### config.mk
export PLATFORM = sky130hd
export DESIGN_NAME = afp3_fifo1024x004_ctl
export DESIGN_NICKNAME = d
export VERILOG_FILES = /design/src/rtl/afp3_fifo1024x004_ctl.sv
export SDC_FILE = /design/constraint.sdc
export NUM_CORES = 1
export LEC_CHECK = 0
export ABC_AREA = 1
export CELL_PAD_IN_SITES_DETAIL_PLACEMENT = 0
export CELL_PAD_IN_SITES_GLOBAL_PLACEMENT = 1
export CORE_UTILIZATION = 36
export CTS_CLUSTER_SIZE = 30
export DETAILED_ROUTE_END_ITERATION = 10
export PLACE_DENSITY = 0.83
export SYNTH_ARGS = -nofsm -noshare
export SYNTH_HDL_FRONTEND = slang
export SYNTH_SLANG_ARGS = --single-unit
export TNS_END_PERCENT = 5
### constraint.sdc
create_clock -name clk -period 4.4 [get_ports clk]
set_clock_uncertainty 0.15 [all_clocks]
set_input_delay 1.32 -clock clk [delete_from_list [all_inputs] [get_ports clk]]
set_output_delay 1.32 -clock clk [all_outputs]
set_load 0.05 [all_outputs]
### src/rtl/afp3_fifo1024x004_ctl.sv
// rtl/afp3_fifo1024x004_ctl.sv - FWFT controller for a 1024x4 simple-dual-port RAM with a 2-entry read buffer
module afp3_fifo1024x004_ctl #(
    parameter int AFULL_THRESH = 1000
) (
    input  logic        clk,
    input  logic        reset,
    input  logic        push,
    input  logic [3:0]  push_data,
    output logic        full,
    output logic        almost_full,
    output logic        q_valid,
    output logic [3:0]  q_data,
    input  logic        q_ready,
    output logic [10:0] count,
    output logic        ovfl_err,
    output logic        ram_wren,
    output logic [9:0]  ram_wrad,
    output logic [3:0]  ram_data,
    output logic        ram_rden,
    output logic [9:0]  ram_rdad,
    input  logic [3:0]  ram_q
);

    localparam logic [10:0] AFULL_TH = 11'(AFULL_THRESH);

    logic [10:0] wr_ptr;
    logic [10:0] rd_ptr;
    logic [10:0] wr_ptr_nxt;
    logic [10:0] rd_ptr_nxt;
    logic [10:0] ram_occ;
    logic [10:0] occ_nxt;
    logic [10:0] count_nxt;
    logic        rd_inflight;
    logic [1:0]  buf_cnt;
    logic [1:0]  buf_cnt_nxt;
    logic [3:0]  buf0;
    logic [3:0]  buf1;
    logic [3:0]  buf0_nxt;
    logic [3:0]  buf1_nxt;
    logic [2:0]  credit;
    logic        pop;
    logic        full_r;
    logic        afull_r;
    logic        ovfl_r;

    assign q_valid     = (buf_cnt != 2'd0);
    assign q_data      = buf0;
    assign pop         = q_valid & q_ready;
    assign full        = full_r;
    assign almost_full = afull_r;
    assign ovfl_err    = ovfl_r;

    // ram_occ counts committed writes only, so a word is never read in its write cycle
    assign ram_occ  = wr_ptr - rd_ptr;
    assign ram_wren = push & ~full_r & ~reset;
    assign ram_wrad = wr_ptr[9:0];
    assign ram_data = push_data;

    // Entries already owed to the buffer after this cycle's pop must leave room for one more
    assign credit   = {1'b0, buf_cnt} + {2'b00, rd_inflight} - {2'b00, pop};
    assign ram_rden = (ram_occ != 11'd0) & (credit < 3'd2) & ~reset;
    assign ram_rdad = rd_ptr[9:0];

    assign wr_ptr_nxt = wr_ptr + {10'd0, ram_wren};
    assign rd_ptr_nxt = rd_ptr + {10'd0, ram_rden};
    assign occ_nxt    = wr_ptr_nxt - rd_ptr_nxt;

    always_comb begin
        count_nxt = count;
        case ({ram_wren, pop})
            2'b10:   count_nxt = count + 11'd1;
            2'b01:   count_nxt = count - 11'd1;
            default: count_nxt = count;
        endcase
    end

    // Pop shifts the head first; a capture then lands behind whatever remains
    always_comb begin
        buf0_nxt    = buf0;
        buf1_nxt    = buf1;
        buf_cnt_nxt = buf_cnt;
        if (pop) begin
            buf0_nxt    = buf1;
            buf_cnt_nxt = buf_cnt - 2'd1;
        end
        if (rd_inflight) begin
            if (buf_cnt_nxt == 2'd0) begin
                buf0_nxt = ram_q;
            end else begin
                buf1_nxt = ram_q;
            end
            buf_cnt_nxt = buf_cnt_nxt + 2'd1;
        end
    end

    always_ff @(posedge clk or posedge reset) begin
        if (reset) begin
            wr_ptr      <= 11'd0;
            rd_ptr      <= 11'd0;
            rd_inflight <= 1'b0;
            buf_cnt     <= 2'd0;
            buf0        <= 4'd0;
            buf1        <= 4'd0;
            full_r      <= 1'b0;
            afull_r     <= 1'b0;
            ovfl_r      <= 1'b0;
            count       <= 11'd0;
        end else begin
            wr_ptr      <= wr_ptr_nxt;
            rd_ptr      <= rd_ptr_nxt;
            rd_inflight <= ram_rden;
            buf_cnt     <= buf_cnt_nxt;
            buf0        <= buf0_nxt;
            buf1        <= buf1_nxt;
            full_r      <= (occ_nxt == 11'd1024);
            afull_r     <= (occ_nxt >= AFULL_TH);
            ovfl_r      <= push & full_r;
            count       <= count_nxt;
        end
    end

endmodule

==> summary.md <==
| Metric | Value |
|---|---|
| Deepest clock path buffer count | `2` |
| Setup TNS | `-0.7917 ns` |
| Via density per instance | `roughly 4.7` |
| Power spent charging and discharging nets | `2.167 mW` |
| Antenna-violating nets left | `0` |
| Non-Filler Instances | `765` |
| Number of cells on the worst hold path | `2` |
| Post-placement cell count | `roughly 760` |
| Share of flip-flops with an asynchronous set or reset after synthesis | `100.0%` |
| Gr usage total | `around 17%` |
| Data required, critical path | `4.50 ns` |
| Antenna violations before repair | `0` |
| Height of the die | `106.4 um` |
| Final core occ | `48.60%` |
| Final worst-path setup slack | `-0.3077 ns` |
| Final number of max-transition violations | `0` |
| Clock Sinks | `47` |
| Worst endpoint data arrival time | `just under 5 ns` |
| # fillers | `1,067` |
| Area occupied by registers | `1176 um2` |
| Depth of the CTS H-tree | `2` |
| Sum of internal, switching and leakage power | `4.162 mW` |
| Drc violations | `0` |
| Critical-path maximum fanout | `4` |
| Effective utilization at floorplan | `37.48%` |
| Period minus WS final | `4.708 ns` |
| Clock Pin Slew Worst Setup and Hold Paths | `approximately 0.10 ns` |
| Fin. Hold Viols | `0` |
| Top_reg_cell synth | `dfrtp_1` |
| 1st-iter DRT viols | `165` |
| Std cell rows | `37` |
| Post-Syn Instances | `561` |
| Most common cell after layout, fill and taps aside | `nand2_1` |
| Leakage component of the power | `2.639 nW` |
| Nets in the synthesized netlist | `613` |
| Number of failing setup endpoints in the final timing report | `3` |
| Fraction of power spent switching nets | `52.07%` |
| Unrepaired setup endpoints after global routing | `yes` |
| Max-slew headroom at the worst pin | `58.68%` |
| Critical Path Sink Type | `flop` |
| CP Launch Type | `primary input` |
| Peak supply drop | `0.4138 mV` |
| DR pass1 iterations | `4` |
| GR Overflow Total | `0` |
| Syn Area/Cell | `approximately 7.0 um2` |
| Clock tree from TritonCTS | `built` |
| Count of antenna diodes in the layout | `0` |
| Signed area change from the synthesized netlist to the final layout | `29.67%` |
| Actual slew at the worst max-slew pin | `0.6198 ns` |
| Number of placed I/O pins | `57` |
| Number of enable flip-flop cells after synthesis | `0` |
| Core area | `10,460 um2` |
| Max Freq | `212.4 MHz` |
| Worst Hold Slack | `0.3520 ns` |
| Count of port buffers added during placement | `48` |
| Sequential power share | `around 18%` |
| Critical setup path kind | `in2reg` |
| Number of synthesis warnings | `0` |
| Via count of the first global-routing pass | `between 3,000 and 4,000` |
| Area of the multi-input gates | `between 2000 and 2500 um2` |
| Routed vias | `3,582` |
| Largest net degree at the start of global routing | `48` |
| Logic gate share of total power | `72.3%` |
| Worst min-delay path category | `reg2reg` |
| Part of the cycle the worst path needs | `107.0%` |
| Instance area at placement | `4793 um2` |
| Die outline width | `106.4 um` |
| Power Dens Cells | `818.4 nW/um2` |
| CTS buffer count | `5` |
| Total standard cell area after synthesis | `3921 um2` |
| Max-cap viol count | `0` |
| Number of cell instances on the worst register-to-register path | `29` |
| Post-route cell area | `roughly 5100 um2` |
| Most used cells in the layout excluding fill and tap cells | `nand2_1, inv_1, dfrtp_1, nor2_1, clkdlybuf4s50_1` |
| Share of power burned in the clock network | `9.5%` |
| Full die area | `roughly 11,000 um2` |
| Nets@finish | `680` |
| Avg WL per Cell | `~12 um` |
| First-pass GRT wire length | `15,920 um` |
| Share of synthesized area occupied by flip-flops and latches | `29.99%` |
| Int Pwr | `roughly 2 mW` |
| Cell variety after synth | `32` |
| Post-synthesis sequential element count | `47` |
| Fraction of final layout cells with drive strength greater than 1 | `15.42%` |
| Total detailed-routing wirelength | `9190 um` |
| Violations in the final reports | `setup timing` |
| Dpl ws | `-1.191 ns` |
| Result of the run | `finished with violations` |
| Clock latency on the worst-skew pair | `around 0.31 ns` |
| Detailed Place HPWL | `7521 um` |
| Root buffer cell | `clkbuf_8` |
| Placer congestion estimate | `0.8139` |
critical path: stages:
cell and delay [ns]:
buf_8 0.10, nand2_8 0.07, inv_8 0.03, ha_4 0.26, inv_2 0.04, ha_4 0.14
fa_1 0.44, a21oi_1 0.12, o211ai_1 0.17, nor2_4 0.15, ha_4 0.16, ha_4 0.14
nand3_4 0.08, nor3_4 0.24, xor2_1 0.22, inv_1 0.10, ha_4 0.31, nand2_4 0.07
nor2_1 0.13, nor2_2 0.05, nand2_1 0.05, nand2_1 0.04, nand2_1 0.08, inv_1 0.04
nor2_1 0.08, nand4_1 0.09, nand2_1 0.07
final timing paths:
check	start	to	slack [ns]
max	q_ready	almost_full$_DFF_PP0_	-0.31
min	buf1[3]$_DFFE_PP0P_	buf1[3]$_DFFE_PP0P_	0.35
max reg2reg	buf_cnt[0]$_DFF_PP0_	almost_full$_DFF_PP0_	0.04
min reg2reg	buf1[3]$_DFFE_PP0P_	buf1[3]$_DFFE_PP0P_	0.35
max in group asynchronous	reset	count[2]$_DFFE_PP0P_	2.23
min in group asynchronous	reset	full$_DFF_PP0_	1.45
cell families (layout without fill, tap and decap cells):
group / Yosys count / after routing / synth area share [%]
adders and majority gates: 40 / 40 / 13.15
buffers and inverters: 122 / 190 / 13.98
and+or+nand+nor: 282 / 282 / 30.63
DFF: 47 / 47 / 29.99
AOI/OAI and AO/OA: 46 / 46 / 6.701
xor gates and xnor gates: 21 / 21 / 4.690
muxes: 3 / 3 / 0.8615
flip-flops by register name, summed over array words and instances, names as in the netlist:
register,count
full,1
buf1,4
wr_ptr,11
rd_ptr,11
almost_full,1
buf_cnt,2
q_data,4
count,11
rd_inflight,1
ovfl_err,1
layer usage:
layer	track usage (%)	up-vias	part of all wire, %
met5	0	-	0
met4	5.258	0	1.5
met3	2.820	11	2.2
met2	30.33	35	48
met1	22.16	1643	48
li1	-	1893	-
layout make-up:
type                       count  area share [%]
multi-input combinational    392           47.98
sequential                    47           23.13
timing repair buffer          85           15.40
inverter                      97           7.382
tap                          136           3.346
clock inverter                 3           1.403
clock buffer                   5           1.353
power groups by stage:
| stage | Sequential (mW) | Combinational, mW | Clock (mW) |
|---|---|---|---|
| 2_1_floorplan | 0.980 | 1.90 | 0 |
| 3_5_place_dp | 0.765 | 2.91 | 0 |
| 5_1_grt | 0.782 | 3.37 | 0.424 |
| 6_report | 0.756 | 3.01 | 0.396 |
| 4_1_cts | 0.758 | 2.94 | 0.407 |
| 3_3_place_gp | 0.757 | 2.88 | 0 |
synthesized netlist by cell type (11+ instances only):
library cell / n / area (um2)
ha_1: 38 / 475.5
o21ai_0: 11 / 55.05
inv_1: 96 / 360.4
buf_4: 24 / 180.2
nand3_1: 41 / 205.2
nor2_1: 52 / 195.2
xor2_1: 16 / 140.1
a21oi_1: 19 / 95.09
dfrtp_1: 47 / 1176
nand2_1: 159 / 596.8
nand4_1: 14 / 87.58
what timing repair did:
item | CTS | global route
hold buffers | 0 | 0
setup buffers | 2 | 0
setup endpoints to repair | 4 | 3
resized for setup | 13 | 25
pin swaps | 15 | 13
(Power assumes the default switching activity.)
==> edit (config.mk and constraints unchanged) <==
Take the reset off `buf0` and load it in a clocked block of its own.
--- a/src/rtl/afp3_fifo1024x004_ctl.sv
+++ b/src/rtl/afp3_fifo1024x004_ctl.sv
@@ -100,5 +100,4 @@
             rd_inflight <= 1'b0;
             buf_cnt     <= 2'd0;
-            buf0        <= 4'd0;
             buf1        <= 4'd0;
             full_r      <= 1'b0;
@@ -111,5 +110,4 @@
             rd_inflight <= ram_rden;
             buf_cnt     <= buf_cnt_nxt;
-            buf0        <= buf0_nxt;
             buf1        <= buf1_nxt;
             full_r      <= (occ_nxt == 11'd1024);
@@ -120,4 +118,8 @@
     end
 
+    always_ff @(posedge clk) begin
+        buf0 <= buf0_nxt;
+    end
+
 endmodule
 
Check against the original RTL: differs if reset is asserted again (counterexample within 4 cycles, from zero or initial values and one cycle with reset high); with reset held inactive, the same outputs for 10 cycles.
==> edit against the original RTL <==
  * The run still ends with setup timing left
  * First-iteration DRC count increased by 6.1%
  * Worst setup slack got worse by 0.039 ns
  * Count of clock-buffer cells in the layout increased by 1
  * Final cell count increased by 2.1%
  * Routed wire length increased by 8.0%
  * Critical path depth increased by 4
  * Design area increased by 1.3%
  * Total power decreased by 1.0%
  * Largest cell class unchanged
  * Global-route usage increased by 1.2 points
  * Critical endpoint unchanged
  * Sequential cell count unchanged
  * Fmax decreased by 0.81%
  * Area after synthesis decreased by 0.51%
==> edit: results (changes against the original RTL) <==
synthTopCellsByArea: "dfrtp_1, nand2_1, ha_1"
synth_cell_types: 33  # +3.1%
holdWs_ns: 0.3382  # -0.01384 ns
ys_seq_area_frac: 0.2963  # -0.003592
met1_usage: 0.2393  # +0.01764
grt_pass1_wl_um: 16880  # +6.1%
wl_met3_um: 198  # unchanged
async_flop_share: 0.9149  # -0.08511
fill_cells: 1017  # -4.7%
dr_wl_met2_um: 4862  # +9.3%
root_buffer: "clkbuf_8"
min_path_type: "reg2reg"
worstMarginPinSlew_ns: 0.5736  # -0.04621 ns
clk_latency_ns: 0.31  # about the same
critPathCapture: "almost_full$_DFF_PP0_"
dpl-instance-area_mm2: 0.004800  # +0.13%
setup_viol: 4  # +1
grt_use_total: 0.1872  # +0.01229
hold_depth: 2  # unchanged
crit_arrival_ns: 4.81  # about the same
cp_slowest_cell: "fa_1"
place.detailed.hpwl_um: 7843  # +4.3%
grt_pass1_vias: 3633  # +1.8%
setup_slack_ns: -0.3463  # -0.03862 ns
drt_first_iter_violations: 175  # +6.1%
syn_area_per_cell_um2: 6.954  # -0.51%
synth_nets: 613  # unchanged
outcome: "finished, violations left"
leakage_nw: 2.720  # +3.1%
post-place-cells: 759  # +0.53%
wl_per_cell_um: 12.70  # +5.8%
clk_pin_slew_ns: 0.10  # about the same
r2r_cells: 33  # +14%
r2r_start: "buf_cnt[0]$_DFF_PP0_"
power_switching_mw: 2.196  # +1.3%
drt_first_pass_iters: 4  # unchanged
place_ws_ns: -1.202  # -0.01013 ns
violations: "setup timing"
synth_common_cells: "nand2_1, inv_1, nor2_1"
hold_end: "q_data[1]$_DFF_P_"
grt_use_met3: 0.01901  # -0.009197
r2r_slack_ns: -0.01  # -0.05 ns
grt_max_degree: 44  # -8.3%
antenna_cells: 0  # unchanged
io_buffers: 48  # unchanged
cts_inserted_buffers: 5  # unchanged
fin_setup_tns_ns: -0.9027  # -0.1110 ns
drt-total-wl_um: 9922  # +8.0%
gp_congestion: 0.8750  # +7.5%
layout-drive-gt1-share: 0.1721  # +0.01788
cp_max_fo: 3  # -1
vias: 3699  # +3.3%
fin_nets: 696  # +2.4%
wl_met1_um: 4662  # +5.8%
hp-start: "q_data[1]$_DFF_P_"
vdd_drop_max_uv: 434.3  # +5.0%
grtUsageMet2: 0.3293  # +0.02597
## edit: cell count changes after synthesis, sizes merged
cell / unedited run / this run
dfrtp: 47 / 43
dfxtp: 0 / 4
## edit: power by group through the flow
stage | Combinational, mW | Sequential, mW | Clock (mW)
2_1_floorplan | 1.90 | 0.982 | 0
3_3_place_gp | 2.89 | 0.763 | 0
3_5_place_dp | 2.95 | 0.773 | 0
4_1_cts | 3.04 | 0.766 | 0.303
5_1_grt | 3.39 | 0.792 | 0.323
6_report | 3.06 | 0.768 | 0.289
## edit: cell type report
type	count	area, um^2	share of cell area
multi-input combinational	392	2451	0.4761
sequential	47	1156	0.2245
inverter	97	371.6	0.07217
clock inverter	2	13.76	0.002673
tap	136	170.2	0.03305
clock buffer	6	82.58	0.01604
timing repair buffer	101	903.4	0.1755
## edit: worst max-delay path: cells and delay by family
| kind | cells | cell delay, ns |
|---|---|---|
| adder cells (fa/ha/maj) | 5 | 1.14 |
| AO/OA/AOI/OAI | 2 | 0.29 |
| AND/OR/NAND/NOR | 12 | 1.01 |
| buffers and inverters | 12 | 1.04 |
## edit: cell families after synthesis
group,count (synthesis),synth area share
and+or+nand+nor,282,0.3079
buffers and inverters,122,0.1405
DFF,47,0.2963
AOI/OAI and AO/OA,46,0.06735
adders and majority gates,40,0.1321
xor gates and xnor gates,21,0.04714
muxes,3,0.008659
## edit: what timing repair did
item / 4_1_cts / 5_1_grt
endpoints found under the setup margin: 3 / 4
pin swaps: 27 / 6
hold buffers: 0 / 0
resized for setup: 29 / 8
buffers inserted: 13 / 1
